<file path="src/rtl/ochan_accumulator.sv">
// ochan_accumulator
// Keeps one running signed sum per output channel, adding the sign-extended
// partial sums delivered by the compute engine. On the final input-channel beat
// of an output channel, the finished sum and its channel index are pushed into
// a small circular output FIFO. The FIFO drains through a valid/ready handshake.
//
// Build option: define OCHAN_ACC_RELU_EN to clamp negative finished sums to
// zero as they enter the FIFO. The accumulators always keep the raw sum.
module ochan_accumulator #(
  parameter int DATA_WIDTH = 8,
  parameter int ACC_WIDTH  = 32,
  parameter int NUM_OCH    = 8,
  parameter int FIFO_DEPTH = 4
) (
  input  logic                      clk,
  input  logic                      rst_n,
  input  logic                      in_valid,
  output logic                      in_ready,
  input  logic [2*DATA_WIDTH-1:0]   psum,
  input  logic [7:0]                in_ch_sel,
  input  logic [7:0]                out_ch_sel,
  input  logic                      last_in_ch,
  output logic                      out_valid,
  input  logic                      out_ready,
  output logic [ACC_WIDTH-1:0]      out_data,
  output logic [7:0]                out_ch,
  output logic                      err_och
);

  localparam int PW  = (FIFO_DEPTH > 1) ? $clog2(FIFO_DEPTH) : 1;
  localparam int CW  = PW + 1;
  localparam int OCW = (NUM_OCH > 1) ? $clog2(NUM_OCH) : 1;

  // Accumulator array, one signed sum per output channel
  logic signed [ACC_WIDTH-1:0] acc_r [NUM_OCH];

  // Output FIFO storage and bookkeeping
  logic [ACC_WIDTH-1:0] mem_data_r [FIFO_DEPTH];
  logic [7:0]           mem_ch_r   [FIFO_DEPTH];
  logic [PW-1:0]        wr_ptr_r;
  logic [PW-1:0]        rd_ptr_r;
  logic [CW-1:0]        count_r;
  logic                 err_och_r;

  // Datapath and handshake signals
  logic                        accept_s;
  logic                        in_range_s;
  logic [OCW-1:0]              oc_idx_s;
  logic signed [2*DATA_WIDTH-1:0] psum_sgn_s;
  logic signed [ACC_WIDTH-1:0] psum_ext_s;
  logic signed [ACC_WIDTH-1:0] acc_base_s;
  logic signed [ACC_WIDTH-1:0] next_sum_s;
  logic [ACC_WIDTH-1:0]        push_val_s;
  logic                        push_s;
  logic                        pop_s;
  logic                        out_valid_s;
  logic                        has_room_s;

  // Compute the next sum for the addressed channel and the FIFO push/pop strobes
  always_comb begin
    out_valid_s = 1'b0;
    has_room_s  = 1'b0;
    pop_s       = 1'b0;
    in_ready    = 1'b0;
    accept_s    = 1'b0;
    in_range_s  = 1'b0;
    oc_idx_s    = '0;
    psum_sgn_s  = '0;
    psum_ext_s  = '0;
    acc_base_s  = '0;
    next_sum_s  = '0;
    push_val_s  = '0;
    push_s      = 1'b0;

    out_valid_s = (count_r != {CW{1'b0}});
    has_room_s  = (count_r < CW'(FIFO_DEPTH));
    pop_s       = out_valid_s & out_ready;
    // A pop on this edge frees a slot, so a full FIFO can still take a last beat.
    in_ready    = rst_n & (has_room_s | pop_s);
    accept_s    = in_valid & in_ready;

    in_range_s  = ({1'b0, out_ch_sel} < 9'(NUM_OCH));
    oc_idx_s    = out_ch_sel[OCW-1:0];

    psum_sgn_s  = psum;
    psum_ext_s  = ACC_WIDTH'(psum_sgn_s);

    // Input channel 0 starts a fresh accumulation; out-of-range indices never read.
    if ((in_ch_sel == 8'd0) || !in_range_s) begin
      acc_base_s = '0;
    end else begin
      acc_base_s = acc_r[oc_idx_s];
    end
    next_sum_s = acc_base_s + psum_ext_s;

`ifdef OCHAN_ACC_RELU_EN
    if (next_sum_s[ACC_WIDTH-1]) begin
      push_val_s = '0;
    end else begin
      push_val_s = next_sum_s;
    end
`else
    push_val_s = next_sum_s;
`endif

    push_s = accept_s & in_range_s & last_in_ch;
  end

  // Accumulator update: write the next sum back for in-range accepted beats
  always_ff @(posedge clk) begin
    if (!rst_n) begin
      for (int i = 0; i < NUM_OCH; i++) begin
        acc_r[i] <= '0;
      end
    end else if (accept_s && in_range_s) begin
      acc_r[oc_idx_s] <= next_sum_s;
    end
  end

  // FIFO storage write: record finished sum and channel at the write pointer
  always_ff @(posedge clk) begin
    if (!rst_n) begin
      for (int i = 0; i < FIFO_DEPTH; i++) begin
        mem_data_r[i] <= '0;
        mem_ch_r[i]   <= 8'd0;
      end
    end else if (push_s) begin
      mem_data_r[wr_ptr_r] <= push_val_s;
      mem_ch_r[wr_ptr_r]   <= out_ch_sel;
    end
  end

  // FIFO pointers and occupancy; simultaneous push and pop keep the count
  always_ff @(posedge clk) begin
    if (!rst_n) begin
      wr_ptr_r <= '0;
      rd_ptr_r <= '0;
      count_r  <= '0;
    end else begin
      if (push_s) begin
        wr_ptr_r <= wr_ptr_r + PW'(1);
      end
      if (pop_s) begin
        rd_ptr_r <= rd_ptr_r + PW'(1);
      end
      case ({push_s, pop_s})
        2'b10:   count_r <= count_r + CW'(1);
        2'b01:   count_r <= count_r - CW'(1);
        default: count_r <= count_r;
      endcase
    end
  end

  // Sticky flag for beats addressed beyond the accumulator array
  always_ff @(posedge clk) begin
    if (!rst_n) begin
      err_och_r <= 1'b0;
    end else if (accept_s && !in_range_s) begin
      err_och_r <= 1'b1;
    end
  end

  assign out_valid = out_valid_s;
  assign out_data  = mem_data_r[rd_ptr_r];
  assign out_ch    = mem_ch_r[rd_ptr_r];
  assign err_och   = err_och_r;

endmodule

</file>
<file path="config.mk">
export PLATFORM = sky130hd
export DESIGN_NAME = ochan_accumulator
export DESIGN_NICKNAME = d
export VERILOG_FILES = /design/src/rtl/ochan_accumulator.sv
export SDC_FILE = /design/constraint.sdc
export NUM_CORES = 1
export LEC_CHECK = 0
export ABC_AREA = 0
export BUFFER_PORTS_ARGS = -buffer_cell sky130_fd_sc_hd__buf_2
export CORE_ASPECT_RATIO = 1.25
export CORE_MARGIN = 8
export CORE_UTILIZATION = 30
export DETAILED_ROUTE_END_ITERATION = 10
export SETUP_SLACK_MARGIN = 0.15
export SLEW_MARGIN = 20
export SYNTH_ARGS = -nofsm -noshare
export SYNTH_HDL_FRONTEND = slang
export SYNTH_SLANG_ARGS = --single-unit
export TNS_END_PERCENT = 100
</file>
<file path="constraint.sdc">
create_clock -name clk -period 6.2 [get_ports clk]
set_input_delay 0.62 -clock clk [delete_from_list [all_inputs] [get_ports clk]]
set_output_delay 0.62 -clock clk [all_outputs]
set_load 0.05 [all_outputs]
</file>
==> impl_summary.txt, run 1 <==
----------------------------------------------------
[Setup path]
  Depth of the worst register-to-register path ... 10
  Kind of capture point of the worst setup path ... flip-flop
  Delay of the slowest cell on the worst path ... 820 ps
  CP cell instances ... buf_2 > or4_4 > nor2_1 > nand2_1 > or3_1 > nor3_1 > ha_1 > o211ai_1 > a21oi_1 > o21ai_0 > nand2_1 > o311ai_1 > buf_4 > nor2_1
  Slowest library cell on the worst path ... o311ai_1
  Largest fanout on the critical path ... 8
  Buf/Inv on CP ... 2
  Worst Path Arrival ... 5260 ps
  Critical path's top delay family ... simple AND/OR/NAND/NOR gates
  Critical path depth ... 14
  Critical Path Source Type ... input pin
  Worst setup path category ... input pin to flip-flop
  Req. time, crit path ... 6480 ps

[Yosys]
  Yosys top cell by area ... edfxtp_1
  Top cells by area in the synthesized netlist ... edfxtp_1 64%, nor2_1 4.9%, mux4_2 4.6%, nor3_1 4.2%, o22ai_1 3.1%
  Synthesized area divided by synthesized cell count ... 12.5 um2
  Post-synth ARST share ... 0%
  Area share of the leading cell type in the synthesized netlist ... 64.0%
  Yosys synthesis warning count ... 0
  Share of synthesized area occupied by flip-flops and latches ... 65.0%
  Cell Area, Synth ... 19500 um2
  EDFF count, synth ... 416
  Number of flip-flops and latches in the synthesized netlist ... 426
  Number of standard cells after synthesis ... 1565
  Top FF cell, synth ... edfxtp_1
  Unique cell type count in the Yosys netlist ... 67

[Routing]
  Detail-routed via count per cell ... 5.49
  Detailed-router iteration count before antenna repair ... 6
  Total length of routed wires ... 58.2 mm
  DRC Markers ... 0
  Number of vias after detailed routing ... 13.7k
  Post-detailed-route wirelength per cell ... 23.2 um
  Count of routing violations after the opening detailed-route iteration ... 1357
  Antenna Nets Post-Route ... 0

[Timing]
  Worst Setup Slack, final ... 1220 ps
  Share of the clock period used by the worst path after layout ... 80.3%
  Number of endpoints failing setup at the final stage ... 0
  Hold Slack ... 497 ps
  Worst Clk Skew ... 18.7 ps
  Worst rel slew slack ... 24.6%
  Aggregate negative setup slack ... 0 ps
  Max Clock Freq ... 201 MHz
  Minimum period implied by the final worst setup slack ... 4980 ps
  Total count of hold-check failures in the final report ... 0
  Final-report max-slew violation count ... 0
  Setup repair after global routing missed its margin ... no
  Worst Tran Pin Value ... 1130 ps

[CTS]
  Maximum root-to-sink buffer count ... 3
  CTS Root Buffer Type ... clkbuf_16
  Number of sinks driven by the clock tree ... 426
  Number of buffers inserted to repair setup after CTS ... 0
  Clock latency of the later-clocked register in the worst-skew pair ... 560 ps
  CTS tree ... yes
  Number of gates resized after cts ... 0
  CTS Hold Buffers Added ... 0
  Htree depth ... 2
  Number of buffers inserted during clock tree synthesis ... 40
  Clock transition at the register clock pins on the worst setup and hold paths after CTS ... 60 ps

[Pwr]
  Power per cell area ... 273 nW/um2
  Max rail drop VDD ... 167 uV
  Overall power consumption ... 6.08 mW
  Pleak ... 8.03 nW

[Finish]
  Area occupied by registers ... 12700 um2
  Share of final-layout standard cells stronger than drive strength 1 ... 16.0%
  Filler cell count in the final layout ... 6290
  Number of diodes added for antenna fixing ... 0
  Number of cells in the finished layout apart from fillers ... 2502
  Core utilization of the finished layout ... 34.5%
  Post-route standard cell area excluding fillers ... 22200 um2
  Net count of the finished layout ... 1695
  Post-synthesis to final-layout area growth ... 14.0%
  Area of the multi-input gates ... 6280 um2

[Floorplanning]
  Initial Utilization ... 30.3%
  Floorplan core area ... 64400 um2
  I/O pin count ... 80
  Die Area ... 73500 um2
  Die Width ... 244 um
  Number of placement rows ... 104
  Chip Height ... 301 um

[GRT]
  Global-route wire length before repair ... 87.5 mm
  Remaining global-route overflow ... 0
  Number of antenna violations at the first check in global routing ... 0
  Aggregate global-route resource usage ... 15.4%
  Number of global-route vias before repair ... 14.1k
  Largest net degree at the start of global routing ... 41

[Placed design]
  Post-Place Setup Slack ... 755 ps
  Placed instance count ... 2430
  Count of buffers inserted at the top-level ports ... 79
  Placer Congestion ... 0.905
  HPWL after DPL ... 36.7 mm
  Standard cell area after detailed placement ... 21000 um2

[Min path]
  Hold Path Stages ... 2
  Type of the tightest min-delay check ... flip-flop to flip-flop

[Run]
  Reported max-cap violation count ... 0

[Run status]
  Run status ... finished, final reports clean

----------------------------------------------------
[state kept, by name (all words and copies together), names as in the netlist, named ones only]
signal	flops
count_r	3
mem_data_r	128
wr_ptr_r	2
rd_ptr_r	2
err_och	1
mem_ch_r	32
acc_r	256
[final timing paths]
check	start	endpoint	slack [ps]
worst max-delay path	out_ch_sel[7]	acc_r[6][18]	1220
worst min-delay path	count_r[2]	count_r[2]	500
worst max register to register	acc_r[5][3]	acc_r[6][18]	2280
worst min register to register	count_r[2]	count_r[2]	500
[layout by cell type, fill, tap and decap left out, drive strengths merged, types with 6 or more instances in the layout]
| cell type | n |
|---|---|
| mux4 | 40 |
| xor2 | 9 |
| nand2 | 53 |
| inv | 26 |
| dfxtp | 10 |
| conb | 20 |
| buf | 141 |
| o22ai | 97 |
| o21a | 10 |
| nand3 | 21 |
| o21ai | 30 |
| edfxtp | 416 |
| xnor2 | 11 |
| clkbuf | 48 |
| a211oi | 9 |
| nor4 | 41 |
| or3 | 18 |
| and2 | 9 |
| a21o | 12 |
| and3 | 6 |
| nor2 | 255 |
| ha | 32 |
| o221ai | 27 |
| a21oi | 55 |
| nand4 | 10 |
| clkinv | 18 |
| nor3 | 165 |
[kinds of logic after synthesis]
logic type,share of synthesized area [%]
and+or+nand+nor,14.2
DFF,65.0
AOI/OAI and AO/OA,9.62
buffers and inverters,3.32
muxes,4.62
adders and majority gates,2.26
xor gates and xnor gates,0.898
other,0.0192
[where the power goes]
part | internal [mW] | total [mW] | switching (mW)
Combinational | 0.104 | 0.425 | 0.320
Sequential | 3.24 | 3.26 | 0.0235
Clock | 1.32 | 2.39 | 1.06
[final cells by class]
type                    instances  area share, %
clock buffers                  48           4.63
repair buffers                141           3.93
well taps                     848           4.77
inverters                      23          0.388
flip-flops and latches        426           57.1
clock inverters                24          0.996
multi-input cells             992           28.2
[per-layer routing]
metal | share of wire, % | up-vias | global-route usage, %
li1 | - | 6112 | -
met1 | 39 | 6900 | 18.2
met2 | 51 | 601 | 28.2
met3 | 6.3 | 128 | 1.81
met4 | 3.4 | 0 | 5.86
met5 | 0 | - | 0
[synthesized netlist by cell type, types with 4 or more instances]
master	instances
a211oi_1	8
a21o_1	12
a21oi_1	45
a21oi_2	10
and2_1	9
and3_1	6
buf_1	9
buf_2	11
clkbuf_1	121
dfxtp_1	10
edfxtp_1	416
ha_1	32
inv_1	23
mux4_2	40
nand2_1	53
nand3_1	21
nand4_1	10
nor2_1	255
nor2b_1	4
nor3_1	165
nor4_1	41
o211ai_1	5
o21a_1	10
o21ai_0	28
o221ai_1	27
o22ai_1	97
or3_1	18
xnor2_1	11
xor2_1	9
[worst reg2reg max path, stage by stage, from the launching register on]
cell	delay (ps)
edfxtp_1	320
o221ai_1	130
nor4_1	420
ha_1	360
o211ai_1	200
a21oi_1	140
o21ai_0	690
nand2_1	230
o311ai_1	820
buf_4	290
nor2_1	50
Power figures use the tool's default switching activity.
==> inputs of run 2 (changes only) <==
==> constraint.sdc (replaced) <==
create_clock -name clk -period 4.7 [get_ports clk]
set_input_delay 0.47 -clock clk [delete_from_list [all_inputs] [get_ports clk]]
set_output_delay 0.47 -clock clk [all_outputs]
set_load 0.05 [all_outputs]
==> run 2 against run 1 <==
Count of clock-buffer cells in the layout is the same. Cell count increased by 3.1%. Register-to-register slack got worse by 1100 ps. Critical path depth did not move. Critical endpoint is now acc_r[5][28]. Global-route usage grew 0.22 points.
==> impl_summary.txt, run 2 (same netlist as run 1, synthesis figures left out) <==
----------------------------------------------------
[Run status]
  Run status ... finished, final reports clean

[Routing]
  Detail-routed via count per cell ... 5.50
  Total length of routed wires ... 58.8 mm
  Antenna Nets Post-Route ... 0
  Detailed-router iteration count before antenna repair ... 5
  Count of routing violations after the opening detailed-route iteration ... 1242
  Post-detailed-route wirelength per cell ... 22.8 um
  Number of vias after detailed routing ... 14.2k
  DRC Markers ... 0

[GRT]
  Global-route wire length before repair ... 88.2 mm
  Remaining global-route overflow ... 0
  Aggregate global-route resource usage ... 15.6%
  Number of global-route vias before repair ... 14.2k
  Number of antenna violations at the first check in global routing ... 0
  Largest net degree at the start of global routing ... 41

[Finish]
  Registers with the highest flip-flop counts ... acc_r (256), mem_data_r (128), mem_ch_r (32)
  Register name with the most flops ... acc_r
  Filler cell count in the final layout ... 6200
  Post-synthesis to final-layout area growth ... 18.3%
  Most used cells in the layout excluding fill and tap cells ... 416 x edfxtp_1, 255 x nor2_1, 165 x nor3_1
  Net count of the finished layout ... 1775
  Number of diodes added for antenna fixing ... 0
  Number of cells in the finished layout apart from fillers ... 2580
  Share of final-layout standard cells stronger than drive strength 1 ... 19.8%
  Commonest non-fill, non-tap cell in the layout ... edfxtp_1
  Number of flip-flops under the largest register name ... 256

[Setup path]
  Largest fanout on the critical path ... 25
  Req. time, crit path ... 5080 ps
  Worst setup path category ... input pin to flip-flop
  Critical Path Source Type ... input pin
  Kind of capture point of the worst setup path ... flip-flop
  Worst Path Arrival ... 4730 ps

[CTS]
  Maximum root-to-sink buffer count ... 3
  Clock transition at the register clock pins on the worst setup and hold paths after CTS ... 70 ps
  Number of sinks driven by the clock tree ... 426
  Htree depth ... 2
  CTS Root Buffer Type ... clkbuf_16
  Number of buffers inserted during clock tree synthesis ... 39
  Number of gates resized after cts ... 0
  CTS Hold Buffers Added ... 0
  Number of buffers inserted to repair setup after CTS ... 0
  Clock latency of the later-clocked register in the worst-skew pair ... 550 ps
  CTS tree ... yes

[Timing]
  Max Clock Freq ... 230 MHz
  Share of the clock period used by the worst path after layout ... 92.5%
  Setup repair after global routing missed its margin ... no
  Total count of hold-check failures in the final report ... 0
  Worst Setup Slack, final ... 352 ps
  Worst Clk Skew ... 15.6 ps
  Number of endpoints failing setup at the final stage ... 0
  Worst rel slew slack ... 30.7%
  Worst Tran Pin Value ... 1030 ps
  Final-report max-slew violation count ... 0
  Minimum period implied by the final worst setup slack ... 4350 ps

[Placed design]
  Placer Congestion ... 0.931
  Count of buffers inserted at the top-level ports ... 79
  HPWL after DPL ... 37.2 mm
  Placed instance count ... 2511
  Post-Place Setup Slack ... -76.9 ps

[Floorplanning]
  Number of placement rows ... 104
  Die Area ... 73500 um2
  Initial Utilization ... 30.3%
  Die Width ... 244 um
  Chip Height ... 301 um
  Floorplan core area ... 64400 um2
  I/O pin count ... 80

[Pwr]
  Max rail drop VDD ... 259 uV
  Power per cell area ... 357 nW/um2
  Pleak ... 8.54 nW

[Run]
  Reported max-cap violation count ... 0

[Min path]
  Type of the tightest min-delay check ... input pin to flip-flop

----------------------------------------------------
## run 2: cell count changes in the layout (fill, tap and decap cells not counted), moves of 3 or more
cell / before / now
buf_12: 1 / 16
buf_4: 61 / 127
bufinv_16: 3 / 6
clkinv_1: 9 / 5
clkinv_2: 7 / 3
## run 2: layout make-up
type                    count  area [um2]  area share (%)
repair buffers            222        1670            7.23
well taps                 848        1060            4.59
multi-input cells         992        6260            27.1
clock inverters            21         290            1.26
flip-flops and latches    426       12700            55.0
clock buffers              48        1030            4.46
inverters                  23        86.3           0.374
## run 2: worst paths after layout
path | start | endpoint | slack [ps] | cells after the start
worst max-delay path | out_ch_sel[7] | acc_r[5][28] | 350 | 14
worst max register to register | acc_r[4][15] | acc_r[5][28] | 1180 | 10
worst min-delay path | in_valid | err_och | 380 | 4
worst min register to register | err_och | err_och | 510 | 2
## run 2: power by group
group | internal, mW | leakage (nW) | switching (mW) | total [mW]
Sequential | 4.27 | 4.46 | 0.0304 | 4.30
Clock | 1.91 | 0.642 | 1.41 | 3.32
Combinational | 0.183 | 3.44 | 0.432 | 0.616
## run 2: through the flow
stage	setup TNS (ps)	area (um2)	power (mW)	util (%)	hold WS, ps
2_1_floorplan	0	19600	4.72	-	464
3_3_place_gp	-230	21800	4.99	33.8	473
3_5_place_dp	-1170	21800	5.00	33.8	486
4_1_cts	0	23100	8.30	35.9	353
5_1_grt	0	23100	8.46	35.9	409
6_report	0	23100	8.24	35.9	375
## run 2: metal layers
metal | wire (um) | vias to the layer above | global-route usage (%) | share of wire (%)
li1 | - | 6268 | - | -
met5 | 0 | - | 0 | 0
met3 | 4090 | 140 | 1.97 | 7.0
met1 | 21900 | 7123 | 17.9 | 37
met4 | 2300 | 0 | 6.79 | 3.9
met2 | 30500 | 655 | 28.7 | 52
## run 2: worst max-delay path, stage by stage
cell and delay, ps:
buf_2 100, or4_4 550, a211oi_4 270, buf_12 270, o221ai_1 150, nor4_1 550
ha_1 410, a21oi_1 200, nor2_1 80, o41ai_1 650, buf_4 210, a21oi_1 90
o31a_1 450, nor3_1 250
==> inputs of run 3 (changes only) <==
--- a/config.mk
+++ b/config.mk
@@ -11,6 +11,7 @@
 export CORE_MARGIN = 8
 export CORE_UTILIZATION = 30
 export DETAILED_ROUTE_END_ITERATION = 10
+export MAX_ROUTING_LAYER = met4
 export SETUP_SLACK_MARGIN = 0.15
 export SLEW_MARGIN = 20
 export SYNTH_ARGS = -nofsm -noshare
==> run 3 against run 2 <==
Cell count is 0.27% higher. First-iteration DRC count fell by 4.0%. Combinational power is 1% higher. Die area stayed put. Wire length is 2.2% higher. Sequential power about the same. Non-clock buffer count up 2. Count of clock-buffer cells in the layout fell by 4. Fmax rose by 1.5%. Hold slack got worse by 4.7 ps. Total power is 1.4% lower. Via count fell by 0.87%. Critical endpoint is now mem_data_r[3][19].
==> impl_summary.txt, run 3 (same netlist as run 1, synthesis figures left out) <==
----------------------------------------------------
[Timing]
  Minimum period implied by the final worst setup slack ... 4280 ps
  Final-report max-slew violation count ... 0
  Aggregate negative setup slack ... 0 ps
  Max Clock Freq ... 233 MHz
  Setup repair after global routing missed its margin ... no
  Total count of hold-check failures in the final report ... 0
  Share of the clock period used by the worst path after layout ... 91.2%
  Worst Tran Pin Value ... 1070 ps
  Worst Clk Skew ... 22.2 ps
  Worst rel slew slack ... 28.5%
  Number of endpoints failing setup at the final stage ... 0

[Routing]
  Number of vias after detailed routing ... 14.1k
  DRC Markers ... 0
  Count of routing violations after the opening detailed-route iteration ... 1192
  Post-detailed-route wirelength per cell ... 23.2 um
  Detail-routed via count per cell ... 5.44
  Antenna Nets Post-Route ... 0
  Total length of routed wires ... 60.1 mm
  Detailed-router iteration count before antenna repair ... 5

[Finish]
  Post-synthesis to final-layout area growth ... 18.2%
  Number of flip-flops under the largest register name ... 256
  Number of diodes added for antenna fixing ... 0
  Most used cells in the layout excluding fill and tap cells ... 416 x edfxtp_1, 255 x nor2_1, 165 x nor3_1
  Post-route standard cell area excluding fillers ... 23100 um2
  Core utilization of the finished layout ... 35.8%
  Number of cells in the finished layout apart from fillers ... 2587
  Net count of the finished layout ... 1778
  Register name with the most flops ... acc_r
  Share of final-layout standard cells stronger than drive strength 1 ... 20.1%
  Registers with the highest flip-flop counts ... acc_r (256), mem_data_r (128), mem_ch_r (32)
  Filler cell count in the final layout ... 6268
  Commonest non-fill, non-tap cell in the layout ... edfxtp_1

[CTS]
  Htree depth ... 2
  CTS Root Buffer Type ... clkbuf_16
  Clock latency of the later-clocked register in the worst-skew pair ... 560 ps
  Number of buffers inserted during clock tree synthesis ... 40
  Number of buffers inserted to repair setup after CTS ... 0
  Maximum root-to-sink buffer count ... 3
  Clock transition at the register clock pins on the worst setup and hold paths after CTS ... 60 ps
  CTS tree ... yes
  Number of sinks driven by the clock tree ... 426

[Placed design]
  Standard cell area after detailed placement ... 21800 um2
  Count of buffers inserted at the top-level ports ... 79
  Placer Congestion ... 0.936
  HPWL after DPL ... 37.9 mm
  Placed instance count ... 2513

[Setup path]
  Worst setup path startpoint ... out_ch_sel[7]
  R2R setup slack ... 1160 ps
  Kind of capture point of the worst setup path ... flip-flop
  Critical path endpoint ... mem_data_r[3][19]
  Worst setup path category ... input pin to flip-flop
  Largest fanout on the critical path ... 25
  Critical Path Source Type ... input pin
  Depth of the worst register-to-register path ... 11
  Reg-to-reg endpoint ... acc_r[2][24]
  Req. time, crit path ... 4970 ps
  Startpoint of the most critical register-to-register path ... acc_r[7][13]
  Worst Path Arrival ... 4550 ps

[Floorplanning]
  Chip Height ... 301 um
  I/O pin count ... 80
  Number of placement rows ... 104
  Floorplan core area ... 64400 um2
  Die Width ... 244 um
  Initial Utilization ... 30.3%
  Die Area ... 73500 um2

[GRT]
  Global-route wire length before repair ... 89.6 mm
  Number of global-route vias before repair ... 14.3k
  Remaining global-route overflow ... 0
  Aggregate global-route resource usage ... 16.3%
  Number of antenna violations at the first check in global routing ... 0
  Largest net degree at the start of global routing ... 41

[Pwr]
  Power per cell area ... 352 nW/um2
  Max rail drop VDD ... 215 uV
  Pleak ... 8.53 nW

[Run status]
  Run status ... finished, final reports clean

[Run]
  Reported max-cap violation count ... 0

[Min path]
  Type of the tightest min-delay check ... input pin to flip-flop

----------------------------------------------------
==> run 3: how the worst min path moves through the flow <==
stage                from         end  slack [ps]  cells after the start
6_report         in_valid     err_och         370                      4
5_1_grt          in_valid     err_och         390                      4
4_1_cts          in_valid     err_och         360                      4
3_5_place_dp      err_och     err_och         480                      2
3_3_place_gp   count_r[2]  count_r[2]         480                      2
2_1_floorplan  count_r[2]  count_r[2]         460                      2
==> run 3: worst max-delay path: stages <==
cell	delay, ps
buf_2	100
or4_4	550
a211oi_4	280
buf_12	270
o221ai_1	150
nor4_1	550
ha_1	280
nand3_1	120
nor2_1	230
o21ai_0	220
a2111oi_0	730
buf_4	230
o21a_1	130
buf_4	160
nor3_1	60
==> run 3: layout make-up <==
cell class | count | area [um2] | share of cell area [%]
clock buffer | 44 | 1020 | 4.40
sequential | 426 | 12700 | 55.0
clock inverter | 30 | 256 | 1.11
timing repair buffer | 224 | 1700 | 7.35
multi-input combinational | 992 | 6260 | 27.1
tap | 848 | 1060 | 4.60
inverter | 23 | 86.3 | 0.374
==> run 3: through the flow <==
step	hold slack, ps	power [mW]	setup WS (ps)
CTS	359	8.17	506
detailed placement	485	5.00	-61.2
global route	391	8.34	231
floorplan	464	4.72	309
finish	370	8.12	416
global placement	477	4.99	-104
==> run 3: timing repair <==
action / 4_1_cts / 5_1_grt
setup endpoints to repair: 0 / 4
resized for setup: 0 / 1
hold buffers: 0 / 0
==> run 3: per-layer routing <==
layer	global-route usage [%]	vias up	routed length, um
met5	-	-	0
met4	5.10	0	1760
met1	18.3	7126	22900
met3	1.91	113	3580
met2	29.9	545	31900
li1	-	6279	-
==> run 3: where the power goes <==
part	total, mW	internal, mW	switching (mW)	leakage [nW]
clock	3.20	1.75	1.45	0.619
combinational	0.622	0.185	0.436	3.45
sequential	4.30	4.27	0.0307	4.46
